[src/rtl/vga_timing_pkg.sv]
// Shared 640x480@60 Hz VGA timing constants, reused by the sync generator,
// pixel generator and benches.
package vga_timing_pkg;

  localparam int DEF_H_ACTIVE = 640;
  localparam int DEF_H_FP     = 16;
  localparam int DEF_H_SYNC   = 96;
  localparam int DEF_H_BP     = 48;
  localparam int DEF_V_ACTIVE = 480;
  localparam int DEF_V_FP     = 10;
  localparam int DEF_V_SYNC   = 2;
  localparam int DEF_V_BP     = 33;
  localparam bit DEF_SYNC_POL = 1'b0;
  localparam int DEF_CNT_W    = 10;

  localparam int H_TOTAL = DEF_H_ACTIVE + DEF_H_FP + DEF_H_SYNC + DEF_H_BP;
  localparam int V_TOTAL = DEF_V_ACTIVE + DEF_V_FP + DEF_V_SYNC + DEF_V_BP;

  // Inclusive window test on a zero-extended counter value.
  function automatic logic in_win(input int val, input int lo, input int hi);
    return (val >= lo) && (val <= hi);
  endfunction

endpackage

[src/rtl/mod_counter.sv]
// Modulo-N counter with enable and configurable reset value. Exposes the
// next-state value so callers can register outputs coherent with the count.
module mod_counter #(
  parameter int CNT_W   = 10,
  parameter int MODULUS = 800,
  parameter int RST_VAL = 799
) (
  input  logic             clk,
  input  logic             rst_n,
  input  logic             en,
  output logic [CNT_W-1:0] cnt,
  output logic [CNT_W-1:0] nxt,
  output logic             wrap
);

  assign wrap = (cnt == CNT_W'(MODULUS - 1));

  always_comb begin
    nxt = cnt;
    if (en) begin
      nxt = wrap ? '0 : cnt + CNT_W'(1);
    end
  end

  always_ff @(posedge clk or negedge rst_n) begin
    if (!rst_n) begin
      cnt <= CNT_W'(RST_VAL);
    end else begin
      cnt <= nxt;
    end
  end

endmodule

[src/rtl/vga_sync_gen.sv]
// VGA raster timing generator: counters advance on the pixel strobe, and all
// sync/active/strobe outputs are registered from the next-state counts.
module vga_sync_gen
  import vga_timing_pkg::*;
#(
  parameter int H_ACTIVE = DEF_H_ACTIVE,
  parameter int H_FP     = DEF_H_FP,
  parameter int H_SYNC   = DEF_H_SYNC,
  parameter int H_BP     = DEF_H_BP,
  parameter int V_ACTIVE = DEF_V_ACTIVE,
  parameter int V_FP     = DEF_V_FP,
  parameter int V_SYNC   = DEF_V_SYNC,
  parameter int V_BP     = DEF_V_BP,
  parameter bit SYNC_POL = DEF_SYNC_POL,
  parameter int CNT_W    = DEF_CNT_W
) (
  input  logic             clk,
  input  logic             rst_n,
  input  logic             pix_en,
  output logic             hsync,
  output logic             vsync,
  output logic             video_on,
  output logic [CNT_W-1:0] px_x,
  output logic [CNT_W-1:0] px_y,
  output logic             line_start,
  output logic             frame_start
);

  localparam int HT = H_ACTIVE + H_FP + H_SYNC + H_BP;
  localparam int VT = V_ACTIVE + V_FP + V_SYNC + V_BP;
  localparam int HS_LO = H_ACTIVE + H_FP;
  localparam int HS_HI = H_ACTIVE + H_FP + H_SYNC - 1;
  localparam int VS_LO = V_ACTIVE + V_FP;
  localparam int VS_HI = V_ACTIVE + V_FP + V_SYNC - 1;

  logic [CNT_W-1:0] hcnt, vcnt, h_nxt, v_nxt;
  logic             h_wrap, v_wrap;

  mod_counter #(.CNT_W(CNT_W), .MODULUS(HT), .RST_VAL(HT - 1)) u_hcnt (
    .clk  (clk),
    .rst_n(rst_n),
    .en   (pix_en),
    .cnt  (hcnt),
    .nxt  (h_nxt),
    .wrap (h_wrap)
  );

  mod_counter #(.CNT_W(CNT_W), .MODULUS(VT), .RST_VAL(VT - 1)) u_vcnt (
    .clk  (clk),
    .rst_n(rst_n),
    .en   (pix_en & h_wrap),
    .cnt  (vcnt),
    .nxt  (v_nxt),
    .wrap (v_wrap)
  );

  // nxt equals cnt while pix_en is low, so level outputs hold on stalls.
  always_ff @(posedge clk or negedge rst_n) begin
    if (!rst_n) begin
      hsync       <= ~SYNC_POL;
      vsync       <= ~SYNC_POL;
      video_on    <= 1'b0;
      line_start  <= 1'b0;
      frame_start <= 1'b0;
    end else begin
      hsync       <= in_win(int'(h_nxt), HS_LO, HS_HI) ? SYNC_POL : ~SYNC_POL;
      vsync       <= in_win(int'(v_nxt), VS_LO, VS_HI) ? SYNC_POL : ~SYNC_POL;
      video_on    <= (int'(h_nxt) < H_ACTIVE) && (int'(v_nxt) < V_ACTIVE);
      line_start  <= pix_en & h_wrap;
      frame_start <= pix_en & h_wrap & v_wrap;
    end
  end

  assign px_x = hcnt;
  assign px_y = vcnt;

endmodule

[config.mk]
export PLATFORM = sky130hd
export DESIGN_NAME = vga_sync_gen
export DESIGN_NICKNAME = d
export VERILOG_FILES = /design/src/rtl/vga_timing_pkg.sv /design/src/rtl/mod_counter.sv /design/src/rtl/vga_sync_gen.sv
export SDC_FILE = /design/constraint.sdc
export NUM_CORES = 1
export LEC_CHECK = 0
export ABC_CLOCK_PERIOD_IN_PS = 2600
export CAP_MARGIN = 20
export CORE_MARGIN = 1.5
export CORE_UTILIZATION = 35
export CTS_BUF_LIST = sky130_fd_sc_hd__clkbuf_8
export DETAILED_ROUTE_END_ITERATION = 7
export PLACE_DENSITY = 0.65
export SYNTH_ARGS = -nofsm -noshare
export SYNTH_HDL_FRONTEND = slang
export SYNTH_SLANG_ARGS = --single-unit
[constraint.sdc]
create_clock -name clk -period 2.6 [get_ports clk]
set_input_delay 0.78 -clock clk [delete_from_list [all_inputs] [get_ports clk]]
set_output_delay 0.78 -clock clk [all_outputs]
set_load 0.01 [all_outputs]
==> flow_metrics.env <==
export IMPL_rsz0062_at_grt="no"
export IMPL_synth_cell_types=49
export IMPL_crit_fanout=4
export IMPL_antennaDiodeCount=0
export IMPL_worstHoldEndpoint="u_hcnt.cnt[1]$_DFF_PN1_"
export IMPL_nets=195
export IMPL_cts_resized_gates=0
export IMPL_top_usage_layer="met2"
export IMPL_globalRouteOverflowTotal=0
export IMPL_ys_ff_latch=25
export IMPL_first_global_vias=1221
export IMPL_htreeDepth=1
export IMPL_synthFlopType="dfrtp_1"
export IMPL_pwr_share_comb_pct=30.4
export IMPL_final_area_um2=1910
export IMPL_die_h_um=69.4
export IMPL_firstDrtPassIters=4
export IMPL_grt_first_pass_wirelength_mm=5.86
export IMPL_met3_usage_pct=2.47
export IMPL_avgSynthCellArea_um2=9.69
export IMPL_rr_startpoint="u_hcnt.cnt[0]$_DFF_PN1_"
export IMPL_p_clk_share_pct=19.4
export IMPL_syn_nets=165
export IMPL_io_pins=28
export IMPL_chipWidth_um=69.4
export IMPL_hold_depth=2
export IMPL_hold_viol=0
export IMPL_hp_class="reg2reg"
export IMPL_cts_tree="done"
export IMPL_ys_warn_count=0
export IMPL_reg2reg_depth=8
export IMPL_clk_pin_slew_ns=0.09
export IMPL_r2r_slack_ns=0.29
export IMPL_antenna_found_initial=0
export IMPL_portBuffers=27
export IMPL_synth_area_um2=1540
export IMPL_synth_edf_count=0
export IMPL_p_sw_share_pct=33.6
export IMPL_slew_headroom_pct=70.7
export IMPL_wl_per_cell_um=14.3
export IMPL_intPower_mw=0.773
export IMPL_place_hpwl_mm=2.55
export IMPL_met1_usage_pct=20.5
export IMPL_avgViaCountPerCell=5.32
export IMPL_syn_inst=159
export IMPL_utilization_pct=46.4
export IMPL_use_met2_pct=24.0
export IMPL_p_seq_share_pct=50.3
export IMPL_grt_max_degree=26
export IMPL_worst_setup_path_start_kind="input pin"
export IMPL_setup_viol=0
export IMPL_numCtsBuffers=3
export IMPL_antenna_left=0
export IMPL_fmax_mhz=418
export IMPL_first_iter_violations=88
export IMPL_p_per_area_nw_per_um2=610
export IMPL_ir_drop_mv=0.272
export IMPL_num_vias=1266
export IMPL_gr_usage_all_layers_pct=14.9
export IMPL_die_area_um2=4810
export IMPL_cts_sinks=25
export IMPL_fin_skew_ns=0.00233
export IMPL_drv_slew=0
export IMPL_crit_arrival_ns=2.58
export IMPL_wl_mm=3.40
export IMPL_tns_ns=0
export IMPL_critical_path_required_ns=2.79
export IMPL_cts_root_buf="clkbuf_8"
export IMPL_drc_errors=0
export IMPL_regToRegEndpoint="vsync$_DFF_PN1_"
export IMPL_initial_utilization_pct=37.5
export IMPL_max_cap_violations=0
export IMPL_cts_hold_buffers=0
export IMPL_placed_area_um2=1860
export IMPL_p_sw_mw=0.391
export IMPL_coreArea_um2=4120
export IMPL_place_gp_congestion=0.904
export IMPL_cts_setup_buffers=0
export IMPL_p_leak_nw=0.780
export IMPL_rows=23
export IMPL_worst_slew_pin_slew_ns=0.435
export IMPL_status="finished clean"
export IMPL_hold_start="u_hcnt.cnt[1]$_DFF_PN1_"
export IMPL_end_kind="flop"
export IMPL_critical_path_class="in2reg"
export IMPL_area_growth_pct=23.9
export IMPL_drive_above_1_share_pct=19.7
export IMPL_ys_seq_area_share_pct=41.6
export IMPL_async_flop_share_pct=100
export IMPL_worstSkewPairLatency_ns=0.26
export IMPL_fin_crit_ns=2.39
export IMPL_finalCritPeriodShare_pct=92.0
export IMPL_clk_path_buf_depth=2
## critical path, stage by stage
cell             delay (ns)
clkdlybuf4s50_1        0.47
buf_4                  0.13
nand3_1                0.11
o211a_1                0.24
nor4_1                 0.43
nor2_1                 0.14
a211oi_2               0.16
o211ai_1               0.10
## cell families after synthesis
| family | synth area share, % |
|---|---|
| multiplexers | 2.43 |
| adder cells (fa/ha/maj) | 2.44 |
| AND/OR/NAND/NOR | 30.4 |
| AO/OA/AOI/OAI | 9.50 |
| buffers and inverters | 5.28 |
| flip-flops | 41.6 |
| XOR/XNOR | 8.44 |
## registers in the layout, summed over array words and instances (netlist names)
register / cells
video_on: 1
frame_start: 1
u_hcnt.cnt: 10
line_start: 1
hsync: 1
u_vcnt.cnt: 10
vsync: 1
## metal layers
layer  share of wire, %  vias to the layer above
met5                  0                        -
li1                   -                      624
met3                3.3                        4
met1                 47                      609
met2                 49                       29
met4                1.1                        0
## synth_stat cells, types with 2 or more instances
library cell   n  share of area [%]
o211a_1        2                1.3
buf_4          2               0.97
mux2_2         2                1.5
nand2_1       15                3.7
dfstp_2       12                 20
and2_1         2               0.81
inv_1          5                1.2
nand4b_1       2                1.1
ha_1           3                2.4
buf_6          2                1.5
xnor2_1        8                4.5
nor2_1        15                3.7
nor3_1         2               0.65
nand4_1        8                3.2
a21oi_1        4                1.3
xor2_1         5                2.8
and3_1         5                2.0
nor2b_1        2               0.81
o21ai_0        7                2.3
buf_2          5                1.6
and3_4         2                1.5
nand3_1        7                2.3
dfrtp_1       13                 21
nor4_1         3                1.2
and4_4         2                1.5
## power groups by stage
stage | clock network, mW | registers, mW | logic (mW)
6_report | 0.225 | 0.585 | 0.354
3_3_place_gp | 0 | 0.583 | 0.349
5_1_grt | 0.253 | 0.596 | 0.392
2_1_floorplan | 0 | 0.559 | 0.228
3_5_place_dp | 0 | 0.587 | 0.355
4_1_cts | 0.241 | 0.582 | 0.359
## how the worst max path moves through the flow
stage / start / endpoint / slack [ns] / depth (start not counted)
4_1_cts: pix_en / hsync$_DFF_PN1_ / 0.28 / 8
6_report: pix_en / hsync$_DFF_PN1_ / 0.21 / 8
3_5_place_dp: pix_en / hsync$_DFF_PN1_ / -0.003 / 8
5_1_grt: pix_en / hsync$_DFF_PN1_ / 0.13 / 8
3_3_place_gp: pix_en / hsync$_DFF_PN1_ / 0.08 / 8
2_1_floorplan: u_hcnt.cnt[0]$_DFF_PN1_ / vsync$_DFF_PN1_ / 0.47 / 7
## per-stage QoR
stage               instances  total power [mW]  hold slack, ns  setup WS (ns)
floorplan                 159             0.787           0.484          0.470
global placement          234             0.932           0.507         0.0824
detailed placement        234             0.942           0.524       -0.00343
CTS                       238              1.18           0.540          0.284
global route              238              1.24           0.549          0.127
finish                    238              1.16           0.537          0.209
## final cells by class
type	count	area, µm²
clock buffer	3	41.3
clock inverter	1	3.75
inverter	5	18.8
fill	390	2210
multi-input combinational	120	820
timing repair buffer	34	323
tap	50	62.6
sequential	25	641
## placed cells by master (no fill, tap or decap), types with 3 or more instances in the layout
| cell | netlist | routed |
|---|---|---|
| buf_4 | 2 | 7 |
| a21oi_1 | 4 | 4 |
| xor2_1 | 5 | 5 |
| inv_1 | 5 | 6 |
| clkbuf_8 | 0 | 3 |
| nor4_1 | 3 | 3 |
| dfrtp_1 | 13 | 13 |
| clkdlybuf4s50_1 | 0 | 27 |
| dfstp_2 | 12 | 12 |
| ha_1 | 3 | 3 |
| and3_1 | 5 | 5 |
| nand2_1 | 15 | 15 |
| nand3_1 | 7 | 7 |
| xnor2_1 | 8 | 8 |
| o21ai_0 | 7 | 7 |
| nand4_1 | 8 | 8 |
| nor2_1 | 15 | 15 |
(Power assumes the default switching activity.)
